[config.mk]
export PLATFORM = sky130hd
export DESIGN_NAME = rx_cmd_parser_flat
export DESIGN_NICKNAME = d
export VERILOG_FILES = /design/src/rtl/rx_cmd_pkg.sv /design/src/rtl/rx_cmd_parser_if.sv /design/src/rtl/cmd_fifo.sv /design/src/rtl/rx_cmd_parser.sv /design/src/flat_wrapper.sv
export SDC_FILE = /design/constraint.sdc
export NUM_CORES = 1
export LEC_CHECK = 0
export CAP_MARGIN = 25
export CORE_AREA = 2 2 119 98
export CTS_BUF_LIST = sky130_fd_sc_hd__clkbuf_16
export CTS_CLUSTER_SIZE = 12
export DETAILED_ROUTE_END_ITERATION = 8
export DIE_AREA = 0 0 121 100
export PLACE_DENSITY = 0.75
export REMOVE_ABC_BUFFERS = 1
export SYNTH_ARGS = -nofsm -noshare
export SYNTH_HDL_FRONTEND = slang
export SYNTH_SLANG_ARGS = --single-unit
[constraint.sdc]
create_clock -name clk -period 2.2 [get_ports clk]
set_input_delay 0.22 -clock clk [delete_from_list [all_inputs] [get_ports clk]]
set_output_delay 0.22 -clock clk [all_outputs]
set_load 0.03 [all_outputs]
[src/rtl/rx_cmd_pkg.sv]
// ---------------------------------------------------------------------------
// rx_cmd_pkg
// Shared definitions for the ASCII command parser: character constants,
// ALU opcode constants, parser FSM state encoding and the two character
// classification helpers (hex digit and opchar decode).
// ---------------------------------------------------------------------------
package rx_cmd_pkg;

    localparam logic [7:0] ASCII_CR    = 8'h0D;
    localparam logic [7:0] ASCII_COMMA = 8'h2C;
    localparam logic [7:0] ASCII_SPACE = 8'h20;

    localparam int OPC_W = 6;

    localparam logic [OPC_W-1:0] OPC_ADD = 6'b100000;
    localparam logic [OPC_W-1:0] OPC_SUB = 6'b100010;
    localparam logic [OPC_W-1:0] OPC_AND = 6'b100100;
    localparam logic [OPC_W-1:0] OPC_OR  = 6'b100101;
    localparam logic [OPC_W-1:0] OPC_XOR = 6'b100110;
    localparam logic [OPC_W-1:0] OPC_NOR = 6'b100111;
    localparam logic [OPC_W-1:0] OPC_SRL = 6'b000011;
    localparam logic [OPC_W-1:0] OPC_SLL = 6'b000010;

    typedef enum logic [2:0] {
        S_A   = 3'd0,
        S_B   = 3'd1,
        S_OP  = 3'd2,
        S_END = 3'd3,
        S_ERR = 3'd4
    } state_t;

    // Returns {valid, nibble}; letters of either case map to 10..15.
    function automatic logic [4:0] hex_decode(input logic [7:0] c);
        logic [4:0] r;
        r = 5'd0;
        if (c >= 8'h30 && c <= 8'h39) begin
            r = {1'b1, c[3:0]};
        end else if ((c >= 8'h61 && c <= 8'h66) || (c >= 8'h41 && c <= 8'h46)) begin
            // 'a'/'A' have low nibble 1, so +9 gives 10
            r = {1'b1, c[3:0] + 4'd9};
        end else begin
            r = 5'd0;
        end
        return r;
    endfunction

    // Returns {valid, opcode}.
    function automatic logic [OPC_W:0] op_decode(input logic [7:0] c);
        logic [OPC_W:0] r;
        case (c)
            8'h2B:   r = {1'b1, OPC_ADD};  // '+'
            8'h2D:   r = {1'b1, OPC_SUB};  // '-'
            8'h26:   r = {1'b1, OPC_AND};  // '&'
            8'h7C:   r = {1'b1, OPC_OR};   // '|'
            8'h5E:   r = {1'b1, OPC_XOR};  // '^'
            8'h7E:   r = {1'b1, OPC_NOR};  // '~'
            8'h3E:   r = {1'b1, OPC_SRL};  // '>'
            8'h3C:   r = {1'b1, OPC_SLL};  // '<'
            default: r = {(OPC_W+1){1'b0}};
        endcase
        return r;
    endfunction

endpackage

[src/rtl/rx_cmd_parser_if.sv]
// ---------------------------------------------------------------------------
// rx_cmd_parser_if
// Bundles the byte input strobe, the command-pop handshake and the head
// command / status outputs of rx_cmd_parser.
//   master : drives rx_done_tick, rx_data, rd; observes the rest
//   slave  : the parser side (rx_cmd_parser)
// ---------------------------------------------------------------------------
interface rx_cmd_parser_if #(
    parameter int DATA_W = 8,
    parameter int OP_W   = 6
) ();
    logic              rx_done_tick;
    logic [7:0]        rx_data;
    logic              rd;
    logic [DATA_W-1:0] a;
    logic [DATA_W-1:0] b;
    logic [OP_W-1:0]   op;
    logic              cmd_empty;
    logic              cmd_full;
    logic              err_tick;

    modport master (
        output rx_done_tick, rx_data, rd,
        input  a, b, op, cmd_empty, cmd_full, err_tick
    );

    modport slave (
        input  rx_done_tick, rx_data, rd,
        output a, b, op, cmd_empty, cmd_full, err_tick
    );
endinterface

[src/rtl/cmd_fifo.sv]
// ---------------------------------------------------------------------------
// cmd_fifo
// First-word fall-through command FIFO. The head entry is visible on o_data
// (forced to zero while empty). A push into a full FIFO is accepted only if
// a pop happens in the same cycle; otherwise it is dropped and o_drop is
// raised for that cycle. A pop on an empty FIFO is ignored.
// Ports:
//   i_clk, i_reset (sync, active low), i_push/i_data, i_pop,
//   o_data (head), o_empty, o_full, o_drop
// ---------------------------------------------------------------------------
module cmd_fifo #(
    parameter int WIDTH = 22,
    parameter int DEPTH = 4
) (
    input  logic             i_clk,
    input  logic             i_reset,
    input  logic             i_push,
    input  logic [WIDTH-1:0] i_data,
    input  logic             i_pop,
    output logic [WIDTH-1:0] o_data,
    output logic             o_empty,
    output logic             o_full,
    output logic             o_drop
);
    localparam int PTR_W = $clog2(DEPTH);
    localparam int CNT_W = PTR_W + 1;

    logic [WIDTH-1:0] r_mem [DEPTH];
    logic [PTR_W-1:0] r_wr_ptr;
    logic [PTR_W-1:0] r_rd_ptr;
    logic [CNT_W-1:0] r_count;
    logic             w_do_pop;
    logic             w_do_push;

    assign o_empty   = (r_count == CNT_W'(0));
    assign o_full    = (r_count == CNT_W'(DEPTH));
    assign w_do_pop  = i_pop & ~o_empty;
    // A full FIFO still takes the push when the head leaves in the same cycle
    assign w_do_push = i_push & (~o_full | w_do_pop);
    assign o_drop    = i_push & o_full & ~i_pop;
    assign o_data    = o_empty ? {WIDTH{1'b0}} : r_mem[r_rd_ptr];

    // Pointer and occupancy bookkeeping
    always_ff @(posedge i_clk) begin
        if (!i_reset) begin
            r_wr_ptr <= {PTR_W{1'b0}};
            r_rd_ptr <= {PTR_W{1'b0}};
            r_count  <= {CNT_W{1'b0}};
        end else begin
            if (w_do_push) begin
                r_wr_ptr <= r_wr_ptr + PTR_W'(1);
            end
            if (w_do_pop) begin
                r_rd_ptr <= r_rd_ptr + PTR_W'(1);
            end
            case ({w_do_push, w_do_pop})
                2'b10:   r_count <= r_count + CNT_W'(1);
                2'b01:   r_count <= r_count - CNT_W'(1);
                default: r_count <= r_count;
            endcase
        end
    end

    // Storage write; contents need no reset because o_data is masked when empty
    always_ff @(posedge i_clk) begin
        if (w_do_push) begin
            r_mem[r_wr_ptr] <= i_data;
        end
    end

endmodule

[src/rtl/rx_cmd_parser.sv]
// ---------------------------------------------------------------------------
// rx_cmd_parser
// Parses ASCII frames "hexA,hexB,opchar<CR>" arriving one byte per
// rx_done_tick, and queues {A,B,op} commands in a FWFT FIFO. Spaces are
// ignored everywhere. Syntax errors and commands dropped on a full FIFO
// give a one-cycle err_tick.
// Ports:
//   clk, reset (sync, active low)
//   bus.rx_done_tick/rx_data : received byte strobe
//   bus.rd                   : pop head command
//   bus.a/b/op               : head command (0 when empty)
//   bus.cmd_empty/cmd_full   : FIFO status
//   bus.err_tick             : error pulse
// ---------------------------------------------------------------------------
module rx_cmd_parser
    import rx_cmd_pkg::*;
#(
    parameter int DATA_W = 8,
    parameter int OP_W   = 6,
    parameter int DEPTH  = 4
) (
    input  logic          clk,
    input  logic          reset,
    rx_cmd_parser_if.slave bus
);
    localparam int NIB    = DATA_W / 4;
    localparam int CNT_W  = $clog2(NIB + 1);
    localparam int FIFO_W = 2 * DATA_W + OP_W;

    state_t            r_state;
    state_t            w_state_nxt;
    logic [DATA_W-1:0] r_acc_a;
    logic [DATA_W-1:0] r_acc_b;
    logic [DATA_W-1:0] w_acc_a_nxt;
    logic [DATA_W-1:0] w_acc_b_nxt;
    logic [CNT_W-1:0]  r_cnt;
    logic [CNT_W-1:0]  w_cnt_nxt;
    logic [OPC_W-1:0]  r_op;
    logic [OPC_W-1:0]  w_op_nxt;
    logic              w_frame_clear;
    logic              w_syntax_err;
    logic              w_push_req;
    logic [4:0]        w_hex;
    logic [OPC_W:0]    w_opc;

    logic              r_push;
    logic [FIFO_W-1:0] r_push_data;
    logic              r_err_tick;
    logic              w_drop;
    logic [FIFO_W-1:0] w_head;
    logic              w_empty;
    logic              w_full;

    assign w_hex = hex_decode(bus.rx_data);
    assign w_opc = op_decode(bus.rx_data);

    // FSM next-state, field accumulation and error detection
    always_comb begin
        w_state_nxt   = r_state;
        w_acc_a_nxt   = r_acc_a;
        w_acc_b_nxt   = r_acc_b;
        w_cnt_nxt     = r_cnt;
        w_op_nxt      = r_op;
        w_frame_clear = 1'b0;
        w_syntax_err  = 1'b0;
        w_push_req    = 1'b0;

        if (!bus.rx_done_tick || bus.rx_data == ASCII_SPACE) begin
            w_state_nxt = r_state;
        end else begin
            case (r_state)
                S_A, S_B: begin
                    if (w_hex[4]) begin
                        if (r_cnt == CNT_W'(NIB)) begin
                            // field already holds the maximum digit count
                            w_syntax_err = 1'b1;
                            w_state_nxt  = S_ERR;
                        end else if (r_state == S_A) begin
                            w_acc_a_nxt = {r_acc_a[DATA_W-5:0], w_hex[3:0]};
                            w_cnt_nxt   = r_cnt + CNT_W'(1);
                        end else begin
                            w_acc_b_nxt = {r_acc_b[DATA_W-5:0], w_hex[3:0]};
                            w_cnt_nxt   = r_cnt + CNT_W'(1);
                        end
                    end else if (bus.rx_data == ASCII_COMMA) begin
                        if (r_cnt == CNT_W'(0)) begin
                            w_syntax_err = 1'b1;
                            w_state_nxt  = S_ERR;
                        end else begin
                            w_cnt_nxt   = CNT_W'(0);
                            w_state_nxt = (r_state == S_A) ? S_B : S_OP;
                        end
                    end else if (bus.rx_data == ASCII_CR) begin
                        // the erroring CR also ends the frame
                        w_syntax_err  = 1'b1;
                        w_frame_clear = 1'b1;
                    end else begin
                        w_syntax_err = 1'b1;
                        w_state_nxt  = S_ERR;
                    end
                end
                S_OP: begin
                    if (w_opc[OPC_W]) begin
                        w_op_nxt    = w_opc[OPC_W-1:0];
                        w_state_nxt = S_END;
                    end else if (bus.rx_data == ASCII_CR) begin
                        w_syntax_err  = 1'b1;
                        w_frame_clear = 1'b1;
                    end else begin
                        w_syntax_err = 1'b1;
                        w_state_nxt  = S_ERR;
                    end
                end
                S_END: begin
                    if (bus.rx_data == ASCII_CR) begin
                        w_push_req    = 1'b1;
                        w_frame_clear = 1'b1;
                    end else begin
                        w_syntax_err = 1'b1;
                        w_state_nxt  = S_ERR;
                    end
                end
                S_ERR: begin
                    if (bus.rx_data == ASCII_CR) begin
                        w_frame_clear = 1'b1;
                    end else begin
                        w_state_nxt = S_ERR;
                    end
                end
                default: begin
                    w_frame_clear = 1'b1;
                end
            endcase
        end
    end

    // FSM state, accumulators, digit count and latched opcode
    always_ff @(posedge clk) begin
        if (!reset || w_frame_clear) begin
            r_state <= S_A;
            r_acc_a <= {DATA_W{1'b0}};
            r_acc_b <= {DATA_W{1'b0}};
            r_cnt   <= {CNT_W{1'b0}};
            r_op    <= {OPC_W{1'b0}};
        end else begin
            r_state <= w_state_nxt;
            r_acc_a <= w_acc_a_nxt;
            r_acc_b <= w_acc_b_nxt;
            r_cnt   <= w_cnt_nxt;
            r_op    <= w_op_nxt;
        end
    end

    // Registered push request (FIFO sees the command one cycle after CR) and
    // the combined error pulse
    always_ff @(posedge clk) begin
        if (!reset) begin
            r_push      <= 1'b0;
            r_push_data <= {FIFO_W{1'b0}};
            r_err_tick  <= 1'b0;
        end else begin
            r_push      <= w_push_req;
            r_push_data <= {r_acc_a, r_acc_b, OP_W'(r_op)};
            r_err_tick  <= w_syntax_err | w_drop;
        end
    end

    cmd_fifo #(
        .WIDTH (FIFO_W),
        .DEPTH (DEPTH)
    ) u_cmd_fifo (
        .i_clk   (clk),
        .i_reset (reset),
        .i_push  (r_push),
        .i_data  (r_push_data),
        .i_pop   (bus.rd),
        .o_data  (w_head),
        .o_empty (w_empty),
        .o_full  (w_full),
        .o_drop  (w_drop)
    );

    assign bus.a         = w_head[FIFO_W-1 -: DATA_W];
    assign bus.b         = w_head[OP_W +: DATA_W];
    assign bus.op        = w_head[OP_W-1:0];
    assign bus.cmd_empty = w_empty;
    assign bus.cmd_full  = w_full;
    assign bus.err_tick  = r_err_tick;

endmodule

[src/flat_wrapper.sv]
// flat-port wrapper written by rule: the top's interface ports become plain ports
module rx_cmd_parser_flat import rx_cmd_pkg::*;
#(
    parameter int DATA_W = 8,
    parameter int OP_W   = 6,
    parameter int DEPTH  = 4
)
  (clk, reset, bus_rx_done_tick, bus_rx_data, bus_rd, bus_a, bus_b, bus_op, bus_cmd_empty, bus_cmd_full, bus_err_tick);
  rx_cmd_parser_if #(.DATA_W(DATA_W), .OP_W(OP_W)) bus_i ();
  input  logic clk;
  input  logic reset;
  input wire logic [$bits(bus_i.rx_done_tick)-1:0] bus_rx_done_tick;
  input wire logic [$bits(bus_i.rx_data)-1:0] bus_rx_data;
  input wire logic [$bits(bus_i.rd)-1:0] bus_rd;
  output wire logic [$bits(bus_i.a)-1:0] bus_a;
  output wire logic [$bits(bus_i.b)-1:0] bus_b;
  output wire logic [$bits(bus_i.op)-1:0] bus_op;
  output wire logic [$bits(bus_i.cmd_empty)-1:0] bus_cmd_empty;
  output wire logic [$bits(bus_i.cmd_full)-1:0] bus_cmd_full;
  output wire logic [$bits(bus_i.err_tick)-1:0] bus_err_tick;
  assign bus_i.rx_done_tick = bus_rx_done_tick;
  assign bus_i.rx_data = bus_rx_data;
  assign bus_i.rd = bus_rd;
  assign bus_a = bus_i.a;
  assign bus_b = bus_i.b;
  assign bus_op = bus_i.op;
  assign bus_cmd_empty = bus_i.cmd_empty;
  assign bus_cmd_full = bus_i.cmd_full;
  assign bus_err_tick = bus_i.err_tick;
  rx_cmd_parser #(.DATA_W(DATA_W), .OP_W(OP_W), .DEPTH(DEPTH)) u_core (.clk(clk), .reset(reset), .bus(bus_i));
endmodule
==> run summary <==
Initial drt markers: 226
CTS hold repair buffers: 0
Worst Hold Class: register to register
Site Rows: 35
Setup Fix Bufs, Post-CTS: 0
Final setup margin: 0.02030 ns
Place WS: -0.4488 ns
Final std cells w/o fill: 676
Share of power burned in registers: 47.8%
Cells along the critical path: bufbuf_16, mux4_2, and2_1, buf_2
Fin crit period: 2.180 ns
Num CTS Buffers: 17
Top_reg_cell synth: edfxtp_1
Core ar.: 0.01108 mm^2
Slew margin rel.: 63.34%
Max_cap viols: 0
Mapped Cells: 423
Initial antenna violation count: 0
Max VDD drop: 0.4613 mV
WL/cell: 16.74 um
Crit Path Class: register to output pin
Setup Skew: 0.008075 ns
Dpl cells: 643
Remaining antenna violation count: 0
Sw power: 0.001237 W
Layout cells sized above 1: 27.84%
Critical Path Max Stage Delay: 0.52 ns
Clock group share of total power: 49.0%
Worst hold slack: 0.4514 ns
Fillcell total: 800
RSZ-0062 raised after global routing: yes
Average size of a mapped cell: 13.43 um^2
Final #Nets: 539
Chip width: 121 um
Pin slew with the least headroom to its limit: 0.5491 ns
I/O pins: 37
H-tree Lvls: 4
EDFF count, synth: 80
Static leakage: 2.763 nW
Final setup violation count: 0
Starting Density: 51.26%
WP data arrival: 1.96 ns
TritonCTS clock tree: built
Post-synth top area cell: edfxtp_1
Critical path's top delay family: multiplexers
CTS Root Cell: clkbuf_16
Design area: 0.007229 mm^2
Vias in the first global route: 3,710
Post-DP HPWL: 7.061 mm
First-pass GRT wire length: 18.40 mm
Synth warn: 0
Area share of the largest cell type after synthesis: 42.30%
Pint: 0.004350 W
Largest cells by area after synthesis: edfxtp_1, dfxtp_1, mux4_2
Multi-input gate area: 0.002047 mm^2
Critical path startpoint category: register
Crit path buffers/inverters: 2
Mapped Area: 0.005679 mm^2
Die area: 0.01210 mm^2
Final GP Congestion: 0.8454
Total Routing Usage GR: 20.41%
Flops & latches, synth: 136
Worst-path clk slew: 0.06 ns
Storage cell area: 0.003525 mm^2
Asr flop ratio synth: 0%
Synth unique cells: 58
Hold Fails Final Rpt: 0
Port-buffer cells: 34
Total number of vias: 3,598
Slew Viols, Final: 0
Clock latency on the worst-skew pair: 0.41 ns
Sink Count: 136
Register area share after synthesis: 62.04%
Largest net degree at the start of global routing: 25
Grt ovf: 0
Vias per cell: 5.322
Crit Path Max Fanout: 10
Placed instance area: 0.006660 mm^2
CTS Buffer Depth: 2
Setup crit end kind: output pin
Die Y: 100 um
DRC violations left: 0
Status: complete, no violations
Sw Share: 22.14%
Routed WL: 11.31 mm
Tcrit/Tclk final: 99.08%
Comb pwr share: 3.3%
Slowest CP cell: mux4_2
PwrDens: 772.9 mW/mm^2
Critical Path RT: 1.98 ns
Fmax: 0.4588 GHz
First-pass iteration count of the detailed router: 4
Synth-to-Final Area Change: 27.30%
N_diodes: 0
## logic make-up after synthesis
group,after synthesis,share of synthesized area (%)
buffers and inverters,37,2.599
AOI/OAI and AO/OA,66,7.799
xor gates and xnor gates,5,0.7712
other,1,0.06603
adders and majority gates,12,2.776
DFF,136,62.04
muxes,34,10.44
and+or+nand+nor,132,13.51
## cells in the mapped netlist, drive strengths merged, types with 2 or more instances
master / count
edfxtp: 80
dfxtp: 56
and2: 49
mux4: 20
clkbuf: 19
o21ai: 19
nor2: 18
a21oi: 14
inv: 14
nand3: 13
mux2i: 12
nor3: 12
ha: 11
nand2: 7
or3: 5
nand2b: 4
o211ai: 4
or2: 4
buf: 3
nand3b: 3
nand4: 3
o21a: 3
o31ai: 3
or4: 3
xnor2: 3
a211oi: 2
a21boi: 2
a32o: 2
mux2: 2
nand4b: 2
nor2b: 2
nor4b: 2
o211a: 2
o21ba: 2
o21bai: 2
o22ai: 2
o31a: 2
xor2: 2
## routing by layer
layer | part of all wire, % | global-route usage (%) | vias up | wire length [um]
met5 | 0 | 0 | - | 0
li1 | - | - | 1764 | -
met2 | 51 | 35.31 | 81 | 5805
met1 | 43 | 23.95 | 1741 | 4832
met3 | 4.3 | 5.795 | 12 | 489
met4 | 1.6 | 8.676 | 0 | 186
## area by class of cell
class	instances	share of cell area (%)
Sequential cell	136	48.75
Multi-Input combinational cell	251	28.31
Timing Repair Buffer	94	11.61
Clock buffer	17	5.884
Tap cell	148	2.561
Clock inverter	15	2.094
Inverter	15	0.7788
## path summary, 6_finish.rpt
path / slack [ns] / start / to / cells after the start
min: 0.45 / u_core.r_acc_b[7] / u_core.r_push_data[13] / 1
max: 0.02 / register / bus_b[1] / 4
min reg2reg: 0.45 / u_core.r_acc_b[7] / u_core.r_push_data[13] / 1
max reg2reg: 0.17 / u_core.u_cmd_fifo.r_count[1] / u_core.u_cmd_fifo.r_count[2] / 8
## sequential cells by signal (all words and copies together), names as in the netlist, named ones only
register / count
u_core.u_cmd_fifo.r_mem: 80
u_core.r_push_data: 20
u_core.r_acc_a: 8
u_core.r_acc_b: 8
u_core.r_op: 4
u_core.r_state: 3
u_core.u_cmd_fifo.r_count: 3
u_core.r_cnt: 2
u_core.u_cmd_fifo.r_rd_ptr: 2
u_core.u_cmd_fifo.r_wr_ptr: 2
u_core.bus.err_tick: 1
u_core.r_push: 1
## metrics by stage
stage / power (W) / TNS, ns / util [%]
after floorplan: 0.002788 / -0.1459 / -
after global placement: 0.002896 / -6.253 / 60.11
after detailed placement: 0.002900 / -7.176 / 60.11
after CTS: 0.005628 / -0.004546 / 65.29
after global routing: 0.005754 / -0.1340 / 65.25
final: 0.005588 / 0 / 65.25
## power by group through the flow
stage,clock [W],combinational [W],sequential (W)
2_1_floorplan,0,0.0000617,0.00273
3_3_place_gp,0,0.000171,0.00272
3_5_place_dp,0,0.000175,0.00273
4_1_cts,0.00278,0.000177,0.00267
5_1_grt,0.00289,0.000199,0.00267
6_report,0.00274,0.000182,0.00267
## layout by cell type, fill, tap and decap left out, types with 4 or more instances in the layout
| master | Yosys | routed |
|---|---|---|
| edfxtp_1 | 80 | 80 |
| dfxtp_1 | 56 | 55 |
| buf_4 | 2 | 51 |
| and2_1 | 49 | 49 |
| mux4_2 | 20 | 20 |
| nor2_1 | 18 | 18 |
| o21ai_0 | 18 | 18 |
| clkbuf_16 | 0 | 17 |
| inv_1 | 14 | 14 |
| nand3_1 | 13 | 13 |
| a21oi_1 | 14 | 13 |
| clkdlybuf4s50_1 | 0 | 13 |
| mux2i_1 | 12 | 12 |
| nor3_1 | 12 | 11 |
| ha_1 | 11 | 11 |
| buf_2 | 1 | 11 |
| buf_12 | 0 | 8 |
| nand2_1 | 7 | 7 |
| inv_6 | 0 | 6 |
| or3_1 | 5 | 5 |
| clkbuf_2 | 0 | 5 |
| nand2b_1 | 4 | 4 |
| clkdlybuf4s15_2 | 0 | 4 |
## repair_timing
action | 4_1_cts | 5_1_grt
cloned | 1 | 0
endpoints found under the setup margin | 23 | 21
resized for setup | 78 | 13
Power figures use the tool's default switching activity.
